## config.mk

```make
export PLATFORM = sky130hd
export DESIGN_NAME = prn_data_arb
export DESIGN_NICKNAME = d
export VERILOG_FILES = /design/src/rtl/prn_data_arb.sv
export SDC_FILE = /design/constraint.sdc
export NUM_CORES = 1
export LEC_CHECK = 0
export ABC_CLOCK_PERIOD_IN_PS = 5400
export CORE_ASPECT_RATIO = 1.75
export CORE_UTILIZATION = 62
export DETAILED_ROUTE_END_ITERATION = 7
export GPL_ROUTABILITY_DRIVEN = 0
export HOLD_SLACK_MARGIN = 0.08
export PLACE_DENSITY_LB_ADDON = 0.05
export SKIP_LAST_GASP = 1
export SLEW_MARGIN = 20
export SYNTH_ARGS = -nofsm -noshare
export SYNTH_HDL_FRONTEND = slang
export SYNTH_SLANG_ARGS = --single-unit
```

## constraint.sdc

```tcl
create_clock -name clk -period 5.4 [get_ports clk]
set_clock_uncertainty 0.2 [all_clocks]
set_input_delay 0.81 -clock clk [delete_from_list [all_inputs] [get_ports clk]]
set_output_delay 0.81 -clock clk [all_outputs]
set_load 0.02 [all_outputs]
```

## src/rtl/prn_data_arb.sv

```systemverilog
// Printhead data selector: two buffered sources (print, command) with print priority,
// packet-atomic command arbitration and a registered, type-masked valid/ready output.
module prn_data_arb #(
  parameter int          DW       = 4,
  parameter int          DEPTH    = 8,
  parameter logic [7:0]  GAP_TYPE = 8'h04
) (
  input  logic          clk,
  input  logic          rstn,
  input  logic [7:0]    PrintHead_Type,
  input  logic          Prndata_en,
  input  logic          CMD_en,
  input  logic          prn_wr,
  input  logic [DW-1:0] Prn_Data,
  input  logic          cmd_wr,
  input  logic [DW-1:0] SPdata,
  input  logic          cmd_last,
  input  logic          fifo_clr,
  output logic          prn_full,
  output logic          cmd_full,
  output logic          ovf,
  output logic [DW-1:0] F_data,
  output logic          F_valid,
  output logic          F_src,
  output logic          F_last,
  input  logic          F_rdy
);

  localparam int AW = $clog2(DEPTH);
  localparam int CW = AW + 1;

  typedef enum logic {
    S_IDLE,
    S_CMD_LOCK
  } state_t;

  state_t state_q, state_d;

  logic [DW-1:0] prn_mem [DEPTH];
  logic [DW:0]   cmd_mem [DEPTH];
  logic [AW-1:0] prn_wr_ptr_q, prn_rd_ptr_q, cmd_wr_ptr_q, cmd_rd_ptr_q;
  logic [CW-1:0] prn_cnt_q, cmd_cnt_q;

  logic          prn_empty, cmd_empty;
  logic          prn_push, prn_pop, cmd_push, cmd_pop;
  logic          load, grant_prn, grant_cmd;
  logic [DW-1:0] cmd_head_data;
  logic          cmd_head_last;

  logic [DW-1:0] f_data_q, f_data_d;
  logic          f_valid_q, f_valid_d;
  logic          f_src_q, f_src_d;
  logic          f_last_q, f_last_d;
  logic          ovf_q;

  function automatic logic [DW-1:0] gap_mask(input logic [DW-1:0] w);
    logic [DW-1:0] r;
    r = '0;
    for (int i = 0; i < DW; i += 2) r[i] = w[i];
    return r;
  endfunction

  assign prn_empty = (prn_cnt_q == '0);
  assign cmd_empty = (cmd_cnt_q == '0);
  assign prn_full  = (prn_cnt_q == CW'(DEPTH));
  assign cmd_full  = (cmd_cnt_q == CW'(DEPTH));

  // Full is judged on the pre-pop count, so a push into a full FIFO is dropped even if it pops.
  assign prn_push = prn_wr && !prn_full && !fifo_clr;
  assign cmd_push = cmd_wr && !cmd_full && !fifo_clr;

  assign load = !f_valid_q || F_rdy;

  assign cmd_head_data = cmd_mem[cmd_rd_ptr_q][DW-1:0];
  assign cmd_head_last = cmd_mem[cmd_rd_ptr_q][DW];

  always_comb begin
    grant_prn = 1'b0;
    grant_cmd = 1'b0;
    if (state_q == S_CMD_LOCK) begin
      grant_cmd = CMD_en && !cmd_empty;
    end else if (Prndata_en && !prn_empty) begin
      grant_prn = 1'b1;
    end else begin
      grant_cmd = CMD_en && !cmd_empty;
    end
  end

  assign prn_pop = load && grant_prn && !fifo_clr;
  assign cmd_pop = load && grant_cmd && !fifo_clr;

  always_comb begin
    state_d = state_q;
    if (cmd_pop) state_d = cmd_head_last ? S_IDLE : S_CMD_LOCK;
  end

  always_comb begin
    f_valid_d = 1'b0;
    f_data_d  = '0;
    f_src_d   = 1'b0;
    f_last_d  = 1'b0;
    if (grant_prn) begin
      f_valid_d = 1'b1;
      f_data_d  = prn_mem[prn_rd_ptr_q];
    end else if (grant_cmd) begin
      f_valid_d = 1'b1;
      f_data_d  = cmd_head_data;
      f_src_d   = 1'b1;
      f_last_d  = cmd_head_last;
    end
    if (PrintHead_Type == GAP_TYPE) f_data_d = gap_mask(f_data_d);
  end

  // NOTE: storage arrays carry no reset; only pointers and counts define what is valid.
  always_ff @(posedge clk) begin
    if (prn_push) prn_mem[prn_wr_ptr_q] <= Prn_Data;
    if (cmd_push) cmd_mem[cmd_wr_ptr_q] <= {cmd_last, SPdata};
  end

  always_ff @(posedge clk or negedge rstn) begin
    if (!rstn) begin
      prn_wr_ptr_q <= '0;
      prn_rd_ptr_q <= '0;
      prn_cnt_q    <= '0;
      cmd_wr_ptr_q <= '0;
      cmd_rd_ptr_q <= '0;
      cmd_cnt_q    <= '0;
    end else if (fifo_clr) begin
      prn_wr_ptr_q <= '0;
      prn_rd_ptr_q <= '0;
      prn_cnt_q    <= '0;
      cmd_wr_ptr_q <= '0;
      cmd_rd_ptr_q <= '0;
      cmd_cnt_q    <= '0;
    end else begin
      if (prn_push) prn_wr_ptr_q <= prn_wr_ptr_q + AW'(1);
      if (prn_pop)  prn_rd_ptr_q <= prn_rd_ptr_q + AW'(1);
      if (prn_push && !prn_pop)      prn_cnt_q <= prn_cnt_q + CW'(1);
      else if (prn_pop && !prn_push) prn_cnt_q <= prn_cnt_q - CW'(1);
      if (cmd_push) cmd_wr_ptr_q <= cmd_wr_ptr_q + AW'(1);
      if (cmd_pop)  cmd_rd_ptr_q <= cmd_rd_ptr_q + AW'(1);
      if (cmd_push && !cmd_pop)      cmd_cnt_q <= cmd_cnt_q + CW'(1);
      else if (cmd_pop && !cmd_push) cmd_cnt_q <= cmd_cnt_q - CW'(1);
    end
  end

  // NOTE: state registers use non-blocking assignments so every flop samples pre-edge values.
  always_ff @(posedge clk or negedge rstn) begin
    if (!rstn) begin
      state_q   <= S_IDLE;
      f_valid_q <= 1'b0;
      f_data_q  <= '0;
      f_src_q   <= 1'b0;
      f_last_q  <= 1'b0;
      ovf_q     <= 1'b0;
    end else if (fifo_clr) begin
      state_q   <= S_IDLE;
      f_valid_q <= 1'b0;
      f_data_q  <= '0;
      f_src_q   <= 1'b0;
      f_last_q  <= 1'b0;
      ovf_q     <= 1'b0;
    end else begin
      state_q <= state_d;
      if (load) begin
        f_valid_q <= f_valid_d;
        f_data_q  <= f_data_d;
        f_src_q   <= f_src_d;
        f_last_q  <= f_last_d;
      end
      if ((prn_wr && prn_full) || (cmd_wr && cmd_full)) ovf_q <= 1'b1;
    end
  end

  assign F_data  = f_data_q;
  assign F_valid = f_valid_q;
  assign F_src   = f_src_q;
  assign F_last  = f_last_q;
  assign ovf     = ovf_q;

endmodule

```

# After elaboration in Yosys (flattened, before gate mapping)
# Memory sizes are Yosys's and may differ from the RTL's.
# Cells that the tools add are included.
# totals
regBits,29
ram_bits,72
input_bits,25
elab_cells,106
n_memories,2
# op_classes
addsub,8
eq_ne,3
muxes,43
reduce_logical,38
# mem_list
name,words,word_bits,rd,rd_ports_with_merged_regs,wr,line,text
cmd_mem,8,5,1,0,1,40,logic [DW:0] cmd_mem [DEPTH];
prn_mem,8,4,1,0,1,39,logic [DW-1:0] prn_mem [DEPTH];
# ops
op,n
4-bit two-way mux,11
1-bit two-way mux,24
3-bit two-way mux,8
1-bit logical AND,16
3-bit by 1-bit adder with 3-bit output (second input constant),4
2-bit nonzero test,6
1-bit zero test,10
4-bit by 1-bit adder with 4-bit output (second input constant),2
4-bit == test (second input constant),2
8-bit by 3-bit == test with 1-bit output (second input constant),1
4-bit zero test,2
4-bit by 1-bit subtractor with 4-bit output (second input constant),2
3-bit nonzero test,2
1-bit logical OR,2

# Depth between registers and ports, before layout
# depth
ltp_word,11
mapped_depth,9

# Worst setup path before layout
# No wires, ideal clock.
# synth_timing
path_kind,input to register
startpoint,input F_rdy
endpoint,register prn_cnt_q[3]
t_arrival_ps,2996
required_time_ps,5129
path_slack_ps,2133
path_stages,9
path_buffers,1
cell_sequence,nor2b_1 > clkbuf_1 > nor3_1 > or3_1 > ha_1 > a21o_1 > a21oi_1 > or4b_2 > nand4_1
# synth_between
elab_chain_cells,7
elab_cells_between_ends,9
# synth_lines
element,line,text
"start, declared",26,input logic F_rdy
1-bit logical OR *,72,assign load = !f_valid_q || F_rdy;
1-bit logical AND * (2 in series),89,assign prn_pop = load && grant_prn && !fifo_clr;
1-bit zero test,138,if (prn_push && !prn_pop) prn_cnt_q <= prn_cnt_q + CW'(1);
1-bit logical AND,138,
4-bit two-way mux,138,
4-bit two-way mux,128,end else if (fifo_clr) begin
"end signal, assigned",138,
"end signal, assigned",139,else if (prn_pop && !prn_push) prn_cnt_q <= prn_cnt_q - CW'(1);
"end, declared",42,"logic [CW-1:0] prn_cnt_q, cmd_cnt_q;"
# Every way passes the cells marked *; elsewhere a longest branch is shown, timed or not.
# A chain may end at the register's enable or synchronous reset.

# Worst setup path in the final report
# Same ends and word-level chain as after synthesis.

==> qor.log <==
INFO  sta            setup-violations-final=0
INFO  global_routing grtUsageMet2=0.504
INFO  sta            maxSlewViolCount=0
INFO  critical_path  arrival_time_of_data_at_the_critical_path_endpoint=3.51ns
INFO  critical_path  r2r_end=prn_cnt_q[3]$_DFFE_PN0P_
INFO  layout         layout-area-overhead-vs-synth=15.1%
INFO  global_routing grt_first_pass_wirelength=13900um
INFO  pwr            clkPwrFrac=0.270
INFO  critical_path  worst-r2r-cell-count=8
INFO  pwr            relative_contribution_of_sequential_cells_to_total_power=0.458
INFO  floorplanning  core_ar=0.00718mm2
INFO  sta            tns=0ns
INFO  place          post_dp_cell_area=0.00496mm2
INFO  clock_network  clock_tree.buffer_depth=2
INFO  critical_path  critPathCapture=prn_cnt_q[3]$_DFFE_PN0P_
INFO  outcome        outcome=completed
INFO  layout         num-nets-final=386
INFO  routing        postRouteAntennaNets=0
INFO  critical_path  worst_path_largest_cell_delay=0.65ns
INFO  floorplanning  fp.dieArea=0.00771mm2
INFO  place          dp_hpwl=6530um
INFO  critical_path  timing.critical_path.to_type=flip-flop
INFO  synth          seq_area_frac_synth=0.634
INFO  global_routing met3_demand_to_capacity_share_in_global_routing=0.0404
INFO  clock_network  clock_sink_count=101
INFO  place          portBuffers=34
INFO  synth          synth_enable_flop_cells=72
INFO  global_routing vias_in_the_first_global_route=2819
INFO  synth          yosys_warnings=0
INFO  clock_network  tritoncts_clock_tree=yes
INFO  critical_path  setup.worst_path.start_class=input pin
INFO  critical_path  regToRegSetupSlack=2.10ns
INFO  routing        drt_first_pass_iters=6
INFO  synth          async_flop_share=0.287
INFO  floorplanning  die_height=115um
INFO  critical_path  worstPathCellList=clkdlybuf4s50_1, nor2b_1, buf_4, nor3_1, or3_1, ha_1, a21o_1, a21oi_1, or4b_2, nand4_1
INFO  sta            worst_pin_slew=0.838ns
INFO  pwr            total_leakage_power=0.00186uW
INFO  synth          postSynthNetCount=352
INFO  global_routing grt_max_degree=30
INFO  critical_path  crit_path_top_delay_cell=nor3_1
INFO  pwr            pwr-share-comb=0.272
INFO  layout         n_fill_cell=477
INFO  synth          syn-instance-count=317
INFO  pwr            p_sw=697uW
INFO  sta            setup_slack=1.97ns
INFO  floorplanning  die_x=66.8um
INFO  layout         antenna-diode-count=0
INFO  floorplanning  start_util=0.635
INFO  floorplanning  ios=35
INFO  sta            fmax=0.291GHz
INFO  routing        viasPerCell=6.12
INFO  sta            final_period_minus_worst_setup_slack=3.43ns
INFO  layout         final_area=0.00525mm2
INFO  global_routing antenna_found_initial=0
INFO  pwr            power_density_cells=424mW/mm2
INFO  routing        finalWirelength=8830um
INFO  critical_path  critPathLaunch=F_rdy
INFO  floorplanning  floorplan.rows=41
INFO  clock_network  ctsRootBufferMaster=clkbuf_16
INFO  critical_path  r2r_start=prn_cnt_q[1]$_DFFE_PN0P_
INFO  synth          synth_cell_type_count=54
INFO  pwr            ir_worst_vdd=315uV
INFO  synth          synth.cell_area=0.00456mm2
INFO  synth          synth_top_flop_cell=edfxtp_1
INFO  clock_network  postCtsResizedCells=0
INFO  layout         final_layout_size_suffix_gt1_frac=0.112
INFO  critical_path  cp_max_fo=9
INFO  critical_path  critical_path_class=in -> reg
INFO  global_routing grtUsageMet1=0.262
INFO  sta            rsz0062_at_grt=no
INFO  global_routing grt_overflow_total=0
INFO  routing        post-route-drc-count=0
INFO  routing        via_count=2703
INFO  place          pre_cts_slack=1.64ns
INFO  routing        detailedRoute.firstIterationViolations=213
INFO  clock_network  postCtsSetupBuffers=0
INFO  hold_path      holdCritPathClass=reg -> reg
INFO  synth          ys_ff_latch=101
INFO  sta            max-slew-margin-rel=0.437
INFO  clock_network  cts-buffers-inserted=9
INFO  run            max_cap_violations=0
INFO  hold_path      startpoint_of_the_most_critical_hold_path=ovf$_DFFE_PN0P_
INFO  global_routing all_layer_gr_usage=0.259
INFO  routing        average_wire_per_cell_in_the_routed_design=20.0um
INFO  pwr            internal-power=1530uW
INFO  clock_network  worst_setup_hold_path_clk_slew=0.07ns
INFO  pwr            power.share.switching=0.313
INFO  clock_network  htreeDepth=3
INFO  layout         final_core_utilization=0.730
INFO  sta            layout_worst_path_cycle_share=0.636
INFO  global_routing busiest_layer=met2
INFO  clock_network  insertion_delay=0.34ns
INFO  clock_network  holdBufCountCts=0
INFO  critical_path  cp_data_required_time=5.48ns
INFO  sta            hold_viol=0
INFO  synth          syn_area_per_cell=14.4um2
Yosys cell counts (3+ instances only):
master	count	area [um2]
edfxtp_1	72	2160
nor2_1	30	113
dfrtp_1	29	726
nand2_1	18	67.6
mux2i_1	16	160
mux4_2	14	315
a21oi_1	11	55.1
inv_1	10	37.5
ha_1	8	100
nand2b_1	8	50.1
clkbuf_1	7	26.3
nand3_1	7	35.0
nor3_1	6	30.0
nor2b_1	5	31.3
or3_1	5	31.3
xnor2_1	5	43.8
nand4_1	4	25.0
xor2_1	4	35.0
a31oi_1	3	18.8
buf_1	3	11.3
buf_2	3	15.0
mux2_1	3	33.8
o2111ai_1	3	26.3
o21ai_0	3	15.0
layer usage:
layer | part of all wire | up-vias | wire length [um]
met3 | 0.027 | 15 | 235
li1 | - | 1270 | -
met1 | 0.35 | 1353 | 3080
met2 | 0.60 | 65 | 5320
met5 | 0 | - | 0
met4 | 0.021 | 0 | 189
final cells by class:
cell class	count	area (um2)	area share
Multi-Input combinational cell	189	1560	0.297
Inverter	13	48.8	0.00930
Timing Repair Buffer	37	363	0.0692
Clock inverter	7	55.1	0.0105
Sequential cell	101	2890	0.551
Clock buffer	9	225	0.0429
Tap cell	86	108	0.0205
worst min-delay path by stage:
stage	end	slack, ns	cells past startpoint
2_1_floorplan	F_data[0]$_DFFE_PN0P_	0.31	0
3_3_place_gp	ovf$_DFFE_PN0P_	0.29	2
3_5_place_dp	F_data[1]$_DFFE_PN0P_	0.30	1
4_1_cts	F_data[1]$_DFFE_PN0P_	0.32	1
5_1_grt	F_data[1]$_DFFE_PN0P_	0.35	1
6_report	ovf$_DFFE_PN0P_	0.32	2
state kept, by name, indices dropped and copies added (netlist names):
name          flops
F_valid           1
cmd_rd_ptr_q      3
cmd_cnt_q         4
prn_cnt_q         4
prn_mem          32
prn_wr_ptr_q      3
F_src             1
ovf               1
cmd_wr_ptr_q      3
state_q           1
F_data            4
F_last            1
cmd_mem          40
prn_rd_ptr_q      3
layout by cell type, fill, tap and decap left out, drive strengths merged, types with 4 or more instances in the layout:
cell,n
xnor2,6
nand3,7
or3,5
nand2b,8
o21ai,5
ha,8
mux2i,16
edfxtp,72
nor2b,5
nand4,4
nand2,18
dfrtp,29
inv,16
mux4,14
clkdlybuf4s50,34
nor2,30
xor2,4
clkbuf,9
a21oi,11
clkinv,4
nor3,6
cells by family (layout without fill, tap and decap cells):
kind of cell / Yosys count / in the layout / synth area share
AND/OR/NAND/NOR: 92 / 92 / 0.101
multiplexers: 33 / 33 / 0.112
adder cells (fa/ha/maj): 10 / 10 / 0.0307
AO/OA/AOI/OAI: 44 / 44 / 0.0747
buffers and inverters: 27 / 66 / 0.0247
XOR/XNOR: 10 / 10 / 0.0233
flip-flops: 101 / 101 / 0.634
critical path, delay by kind of cell:
| family | cells | cell delay (ns) |
|---|---|---|
| AOI/OAI and AO/OA | 2 | 0.18 |
| adders and majority gates | 1 | 0.16 |
| buffers and inverters | 2 | 0.65 |
| and+or+nand+nor | 5 | 1.70 |
power groups by stage:
stage | combinational, uW | clock (uW) | sequential, uW
2_1_floorplan | 469 | 0 | 993
3_3_place_gp | 583 | 0 | 1030
3_5_place_dp | 606 | 0 | 1040
4_1_cts | 611 | 604 | 1020
5_1_grt | 668 | 631 | 1040
6_report | 606 | 600 | 1020
stage by stage:
stage	total power [uW]	cells	hold slack (ns)
finish	2220	442	0.320
floorplan	1460	317	0.312
global placement	1620	426	0.289
detailed placement	1650	426	0.303
CTS	2240	442	0.324
global route	2340	442	0.352
No activity file was read; power rests on OpenSTA's default activity.
